`src/rtl/pipe_hazard_ctrl.sv`:
```
`default_nettype none
// +--------------------------------------------------------------------------+
// | Module   : pipe_hazard_ctrl                                              |
// | Brief    : Pipeline hazard controller driving IF/ID and ID/EX stall and  |
// |            flush for load-use, mul/div occupancy, redirects, exceptions. |
// | Revision : 1.0 - initial release                                         |
// +--------------------------------------------------------------------------+
module pipe_hazard_ctrl #(
    parameter int MUL_CYCLES = 4,
    parameter int DIV_CYCLES = 33,
    parameter int CNT_W      = 6
) (
    input  logic       clk,
    input  logic       reset,
    input  logic [4:0] id_rs_addr,
    input  logic [4:0] id_rt_addr,
    input  logic       id_uses_rs,
    input  logic       id_uses_rt,
    input  logic       ex_nop,
    input  logic       ex_mem_r,
    input  logic [4:0] ex_rt_addr,
    input  logic [3:0] ex_div_mul,
    input  logic       ex_branch_taken,
    input  logic       ex_jmp,
    input  logic       ex_jr,
    input  logic       ex_syscall,
    input  logic       ex_eret,
    input  logic       mem_wait,
    output logic       pc_stall,
    output logic       ifid_stall,
    output logic       ifid_flush,
    output logic       idex_stall,
    output logic       idex_flush,
    output logic       md_start,
    output logic       md_done,
    output logic       exc_redirect
);

    typedef enum logic [1:0] {
        ST_RUN = 2'd0,
        ST_MD  = 2'd1,
        ST_EXC = 2'd2
    } state_t;

    // The start cycle and the release cycle each account for one EX cycle,
    // so the counter only covers the LAT-2 cycles in between.
    localparam logic [CNT_W-1:0] C_MUL_LOAD = CNT_W'(MUL_CYCLES - 2);
    localparam logic [CNT_W-1:0] C_DIV_LOAD = CNT_W'(DIV_CYCLES - 2);
    localparam logic [CNT_W-1:0] C_CNT_ONE  = CNT_W'(1);

    state_t           r_state;
    state_t           w_state_nxt;
    logic [CNT_W-1:0] r_cnt;
    logic [CNT_W-1:0] w_cnt_nxt;

    logic w_ex_valid;
    logic w_md_req;
    logic w_md_is_div;
    logic w_exc_req;
    logic w_redirect_req;
    logic w_rs_hit;
    logic w_rt_hit;
    logic w_load_use;
    logic w_cnt_zero;

    // Every EX-sourced request is qualified by the slot not being a bubble.
    assign w_ex_valid     = ~ex_nop;
    assign w_md_req       = w_ex_valid & (ex_div_mul != 4'b0000);
    assign w_md_is_div    = ex_div_mul[3] | ex_div_mul[2];
    assign w_exc_req      = w_ex_valid & (ex_syscall | ex_eret);
    assign w_redirect_req = w_ex_valid & (ex_branch_taken | ex_jmp | ex_jr);
    assign w_rs_hit       = id_uses_rs & (id_rs_addr == ex_rt_addr);
    assign w_rt_hit       = id_uses_rt & (id_rt_addr == ex_rt_addr);
    assign w_load_use     = w_ex_valid & ex_mem_r & (ex_rt_addr != 5'd0)
                          & (w_rs_hit | w_rt_hit);
    assign w_cnt_zero     = (r_cnt == '0);

    always_ff @(posedge clk or posedge reset) begin
        if (reset) begin
            r_state <= ST_RUN;
            r_cnt   <= '0;
        end else begin
            r_state <= w_state_nxt;
            r_cnt   <= w_cnt_nxt;
        end
    end

    always_comb begin
        w_state_nxt  = r_state;
        w_cnt_nxt    = r_cnt;
        pc_stall     = 1'b0;
        ifid_stall   = 1'b0;
        ifid_flush   = 1'b0;
        idex_stall   = 1'b0;
        idex_flush   = 1'b0;
        md_start     = 1'b0;
        md_done      = 1'b0;
        exc_redirect = 1'b0;

        case (r_state)
            ST_RUN: begin
                if (mem_wait) begin
                    pc_stall   = 1'b1;
                    ifid_stall = 1'b1;
                    idex_stall = 1'b1;
                end else if (w_md_req) begin
                    md_start    = 1'b1;
                    pc_stall    = 1'b1;
                    ifid_stall  = 1'b1;
                    idex_stall  = 1'b1;
                    w_cnt_nxt   = w_md_is_div ? C_DIV_LOAD : C_MUL_LOAD;
                    w_state_nxt = ST_MD;
                end else if (w_exc_req) begin
                    exc_redirect = 1'b1;
                    ifid_flush   = 1'b1;
                    idex_flush   = 1'b1;
                    w_state_nxt  = ST_EXC;
                end else if (w_redirect_req) begin
                    ifid_flush = 1'b1;
                    idex_flush = 1'b1;
                end else if (w_load_use) begin
                    pc_stall   = 1'b1;
                    ifid_stall = 1'b1;
                    idex_flush = 1'b1;
                end
            end

            ST_MD: begin
                // Counting continues under mem_wait; only the release waits.
                if (!w_cnt_zero) begin
                    pc_stall   = 1'b1;
                    ifid_stall = 1'b1;
                    idex_stall = 1'b1;
                    w_cnt_nxt  = r_cnt - C_CNT_ONE;
                end else if (mem_wait) begin
                    pc_stall   = 1'b1;
                    ifid_stall = 1'b1;
                    idex_stall = 1'b1;
                end else begin
                    md_done     = 1'b1;
                    w_state_nxt = ST_RUN;
                end
            end

            ST_EXC: begin
                if (mem_wait) begin
                    pc_stall   = 1'b1;
                    ifid_stall = 1'b1;
                    idex_stall = 1'b1;
                end else begin
                    ifid_flush  = 1'b1;
                    idex_flush  = 1'b1;
                    w_state_nxt = ST_RUN;
                end
            end

            default: begin
                w_state_nxt = ST_RUN;
                w_cnt_nxt   = '0;
            end
        endcase

        // Outputs follow reset immediately, independent of the clock.
        if (reset) begin
            pc_stall     = 1'b0;
            ifid_stall   = 1'b0;
            ifid_flush   = 1'b1;
            idex_stall   = 1'b0;
            idex_flush   = 1'b1;
            md_start     = 1'b0;
            md_done      = 1'b0;
            exc_redirect = 1'b0;
        end
    end

endmodule
`default_nettype wire

```
`config.mk`:
```
export PLATFORM = sky130hd
export DESIGN_NAME = pipe_hazard_ctrl
export DESIGN_NICKNAME = d
export VERILOG_FILES = /design/src/rtl/pipe_hazard_ctrl.sv
export SDC_FILE = /design/constraint.sdc
export NUM_CORES = 1
export LEC_CHECK = 0
export CAP_MARGIN = 25
export CELL_PAD_IN_SITES_DETAIL_PLACEMENT = 1
export CELL_PAD_IN_SITES_GLOBAL_PLACEMENT = 1
export CORE_MARGIN = 2
export CORE_UTILIZATION = 26
export DETAILED_ROUTE_END_ITERATION = 16
export PLACE_DENSITY_LB_ADDON = 0.1
export SLEW_MARGIN = 40
export SYNTH_ARGS = -nofsm -noshare
export SYNTH_HDL_FRONTEND = slang
export SYNTH_SLANG_ARGS = --single-unit
```
`constraint.sdc`:
```
create_clock -name clk -period 1.64 [get_ports clk]
set_input_delay 0.164 -clock clk [delete_from_list [all_inputs] [get_ports clk]]
set_output_delay 0.164 -clock clk [all_outputs]
set_load 0.05 [all_outputs]
```
# Yosys cells after proc, flatten, opt, wreduce, memory -nomap -nowiden
# Cells that the tools add are included.
# totals
ff_bits	8
input_bits	31
out_inout_bits	8
# op_classes
n_addsub	1
n_eq_ne	9
mux	48
bitwise_logic	15
n_reduce_logical	6
# op_table
op	count
1-bit 2-to-1 mux	33
6-bit 2-to-1 mux	3
6-bit one-hot mux with 3 select lines	1
5-bit == test	2
2-bit 2-to-1 mux	5
1-bit bitwise AND	8
2-bit inequality test, second input constant	4
6-bit zero test	1
1-bit one-hot mux with 3 select lines	2
2-bit one-hot mux with 3 select lines	1
6-bit by 1-bit subtractor with 6-bit output, second input constant	1
5-bit 2-to-1 mux	1
1-bit OR	5
5-bit nonzero test	1
1-bit one-hot mux with 2 select lines	2
4-bit AND reduction	1
4-bit nonzero test	1
3-bit inequality test, second input constant	1
3-bit AND reduction	1
2-bit by 1-bit == test with 1-bit output, second input constant	1
2-bit == test, second input constant	1
2-bit zero test	1
1-bit inverter	2

# Logic depth before layout (Yosys ltp)
# depth
word_depth	11
mapped_depth	8
ltp_nobuf	7

# Worst setup path after synthesis
# No wires, ideal clock.
# synth_path
path_kind	register to output
startpoint	register r_state[1]
endpoint	output port pc_stall
arrival_time_ns	3.049
setup_slack_ns	-1.573
path_stages_with_launch	9
n_path_buf	1
path_cell_list	dfrtp_1 -> inv_1 -> ha_1 -> nor2_1 -> nor2_1 -> o22ai_1 -> a21boi_0 -> o21bai_1 -> buf_4
# synth_between
elab_chain_len	3
elab_cells_between_ends	5
classes_between	eq/ne: 2; mux: 2; reduce/logical: 1
# synth_lines
element	line	text
start: declaration	51	state_t r_state;
start signal: assignment	83	r_state <= w_state_nxt;
2-bit == test, or another cell as far along	--	
1-bit one-hot mux with 3 select lines *	--	
1-bit 2-to-1 mux *	--	
end: declaration	29	output logic pc_stall,
# Mark *: on every way between the ends. The rest lies on a longest branch, timed or not.

# Worst setup path in the final report
# layout_path
startpoint	register r_state[0]
endpoint	output port ifid_stall
# layout_between
elab_chain_len	3
elab_cells_between_ends	5
classes_between	eq/ne: 2; mux: 2; reduce/logical: 1
# layout_lines
element	line	text
2-bit == test, or another cell as far along	100	case (r_state)
1-bit one-hot mux with 3 select lines *	100	
1-bit 2-to-1 mux *	164	if (reset) begin
end: declaration	30	output logic ifid_stall,
# Marked as above.

==> summary.txt <==
Clk pin slew, worst setup/hold paths: 50 ps
worst hold path type: in2async
Critical Path RT: 1480 ps
final period utilization: 1.20
layout cell share with drive strength beyond 1: 0.585
largest net degree at the start of global routing: 9
First-pass DRT Iterations: 4
synth unique cells: 32
area delta synth->final: 145%
CP Cell Sequence: inv_2 > buf_6 > ha_4 > buf_6 > nand4_1 > o21bai_4 > buf_6
crit-path leading delay family: buffers and inverters
slowest stage cell, crit path: dfrtp_2
core area: 0.00305 mm^2
Post-synth EDFFs: 0
cell count after placement: 213
first-pass GRT wire length: 6520 um
post-synth top area share: 0.239
syn nets: 140
kind of critical path: reg2out
Post-Route WL: 5210 um
R2R Path Start: r_state[0]
vias: 1219
Clock Skew: 3.55 ps
synthesized area per cell: 8.13 um^2
clock root buffer master: clkbuf_4
failing checks: setup timing
CP dominant cell by count: buf_6
clock tree buffer depth: 2
most numerous cell in the Yosys netlist: nand2_1
Async S/R FF share, synth: 1.00
Startpoint Class: register
number of buffers created by CTS: 3
max_cap viols: 0
post-synth top area cell: dfrtp_1
final hold slack: 547 ps
Die Ht: 60.7 um
top post-synthesis cells by count: nand2_1, o21ai_0, xnor2_1
ys flop type: dfrtp_1
Finish-stage setup viols: 15
Synth Instances: 103
Synth Warn #: 0
Power Total: 3.60 mW
RSZ-0062 raised after global routing: true
total die area: 0.00369 mm^2
Total GRT Usage: 0.251
crit-path max FO: 5
vias in the first global route: 1314
DR vias/cell: 5.10
n_diodes: 0
worst relative slew slack: 0.700
Fmax: 0.510 GHz
Seq/Total Area, Yosys: 0.239
end-of-flow core utilization: 0.672
port bufs: 38
row count: 20
grt total ovfl: 0
WP buf/inv: 4
Finished Layout Cells: 239
Crit path largest cell delay: 440 ps
minimum clock period: 1960 ps
DRT iter0 DRCs: 75
GPL Wtd Cong: 0.843
CTS tree: yes
setup ws final: -323 ps
#FFs+latches synth: 8
WL per Instance: 21.8 um
H-tree levels: 1
sink count of the clock tree: 8
pwr dens: 1750 mW/mm^2
die width: 60.7 um
Worst EP arrival: 1800 ps
clk_lat worst skew: 270 ps
CP Capture Type: output port
VDD IR max: 947 uV
Hold Vio Cnt, Final: 0
Residual DRC: 0
LEAKAGE: 0.854 nW
crit path from: r_state[0]
Netlist Area Pre-Place: 837 um^2
cell area after layout: 0.00205 mm^2
Final Max Slew Viols: 0
fin nets: 234
status: complete, but fails checks
initial antenna violation count: 0
io pins: 39
largest cells by area after synthesis: dfrtp_1, xnor2_1, ha_1, o21ai_0, nand2_1
Initial Utilization: 0.274
Total Negative Setup Slacks: -3160 ps
Least-Margin Pin Slew: 450 ps
DP Wirelength: 2590 um
post-place instance area: 0.00158 mm^2
remaining antenna violation count: 0
Place WS: -367 ps
## routing by layer
metal	global-route usage	wire (um)
met5	0	0
met4	0.0714	63
met3	0.0810	223
met2	0.487	2770
met1	0.253	2150
## worst min-delay path, delay by kind of cell
| kind | cells | cell delay [ps] |
|---|---|---|
| buffers and inverters | 4 | 1000 |
## where the power goes
part | switching [mW] | total, mW | internal, mW
Combinational | 1.42 | 2.99 | 1.57
Clock | 0.0743 | 0.159 | 0.0842
Sequential | 0.141 | 0.446 | 0.305
Total | 1.64 | 3.60 | 1.96
## sequential cells by signal, summed over array words and instances (netlist names)
register,flops
r_state,2
r_cnt,6
## logic make-up after synthesis
group | count (synthesis) | synth area share
compound gates | 30 | 0.244
flops | 8 | 0.239
fa+ha+maj | 6 | 0.0897
xor+xnor | 11 | 0.115
buf+inv | 12 | 0.0807
simple gates | 36 | 0.232
## path summary, 6_finish.rpt
kind                       slack (ps)          to  cells past startpoint
setup / recovery                 -320  ifid_stall                      7
hold / removal                    550    r_cnt[4]                      4
setup reg to reg                 -240    r_cnt[4]                     10
hold reg to reg                   560    r_cnt[3]                      1
max in group asynchronous         940  r_state[0]                      4
min in group clk                  550    r_cnt[4]                      5
## area by class of cell
cell class              instances  area (um^2)
repair buffers                 93          887
flip-flops and latches          8          203
inverters                       8         32.5
multi-input cells              83          852
fillers                       333         1000
well taps                      44         55.1
clock buffers                   3         22.5
## repair_timing
action | in CTS | in global routing
setup endpoints to repair | 11 | 16
cloned | 0 | 0
pin swaps | 11 | 12
hold buffers | 0 | 0
buffers inserted | 13 | 12
gates resized for setup | 56 | 28
## layout by cell type (no fill, tap or decap), drive strengths merged
| cell type | n |
|---|---|
| and3 | 1 |
| dlymetal6s2s | 1 |
| a21boi | 1 |
| o41ai | 1 |
| ha | 6 |
| a211oi | 1 |
| nor2 | 8 |
| xnor2 | 11 |
| clkdlybuf4s50 | 21 |
| o2bb2ai | 2 |
| and2 | 1 |
| a31oi | 1 |
| or4 | 2 |
| nand2b | 1 |
| nand4 | 3 |
| a41oi | 1 |
| buf | 63 |
| o21bai | 2 |
| o22ai | 2 |
| o21ai | 11 |
| nor4b | 1 |
| inv | 8 |
| nor3b | 1 |
| dfrtp | 8 |
| o31ai | 2 |
| dlygate4sd2 | 8 |
| nor4 | 2 |
| nand2 | 13 |
| nor3 | 3 |
| a21oi | 2 |
| clkbuf | 3 |
| a22o | 3 |
| o2111ai | 1 |
No activity file was read; power rests on OpenSTA's default activity.
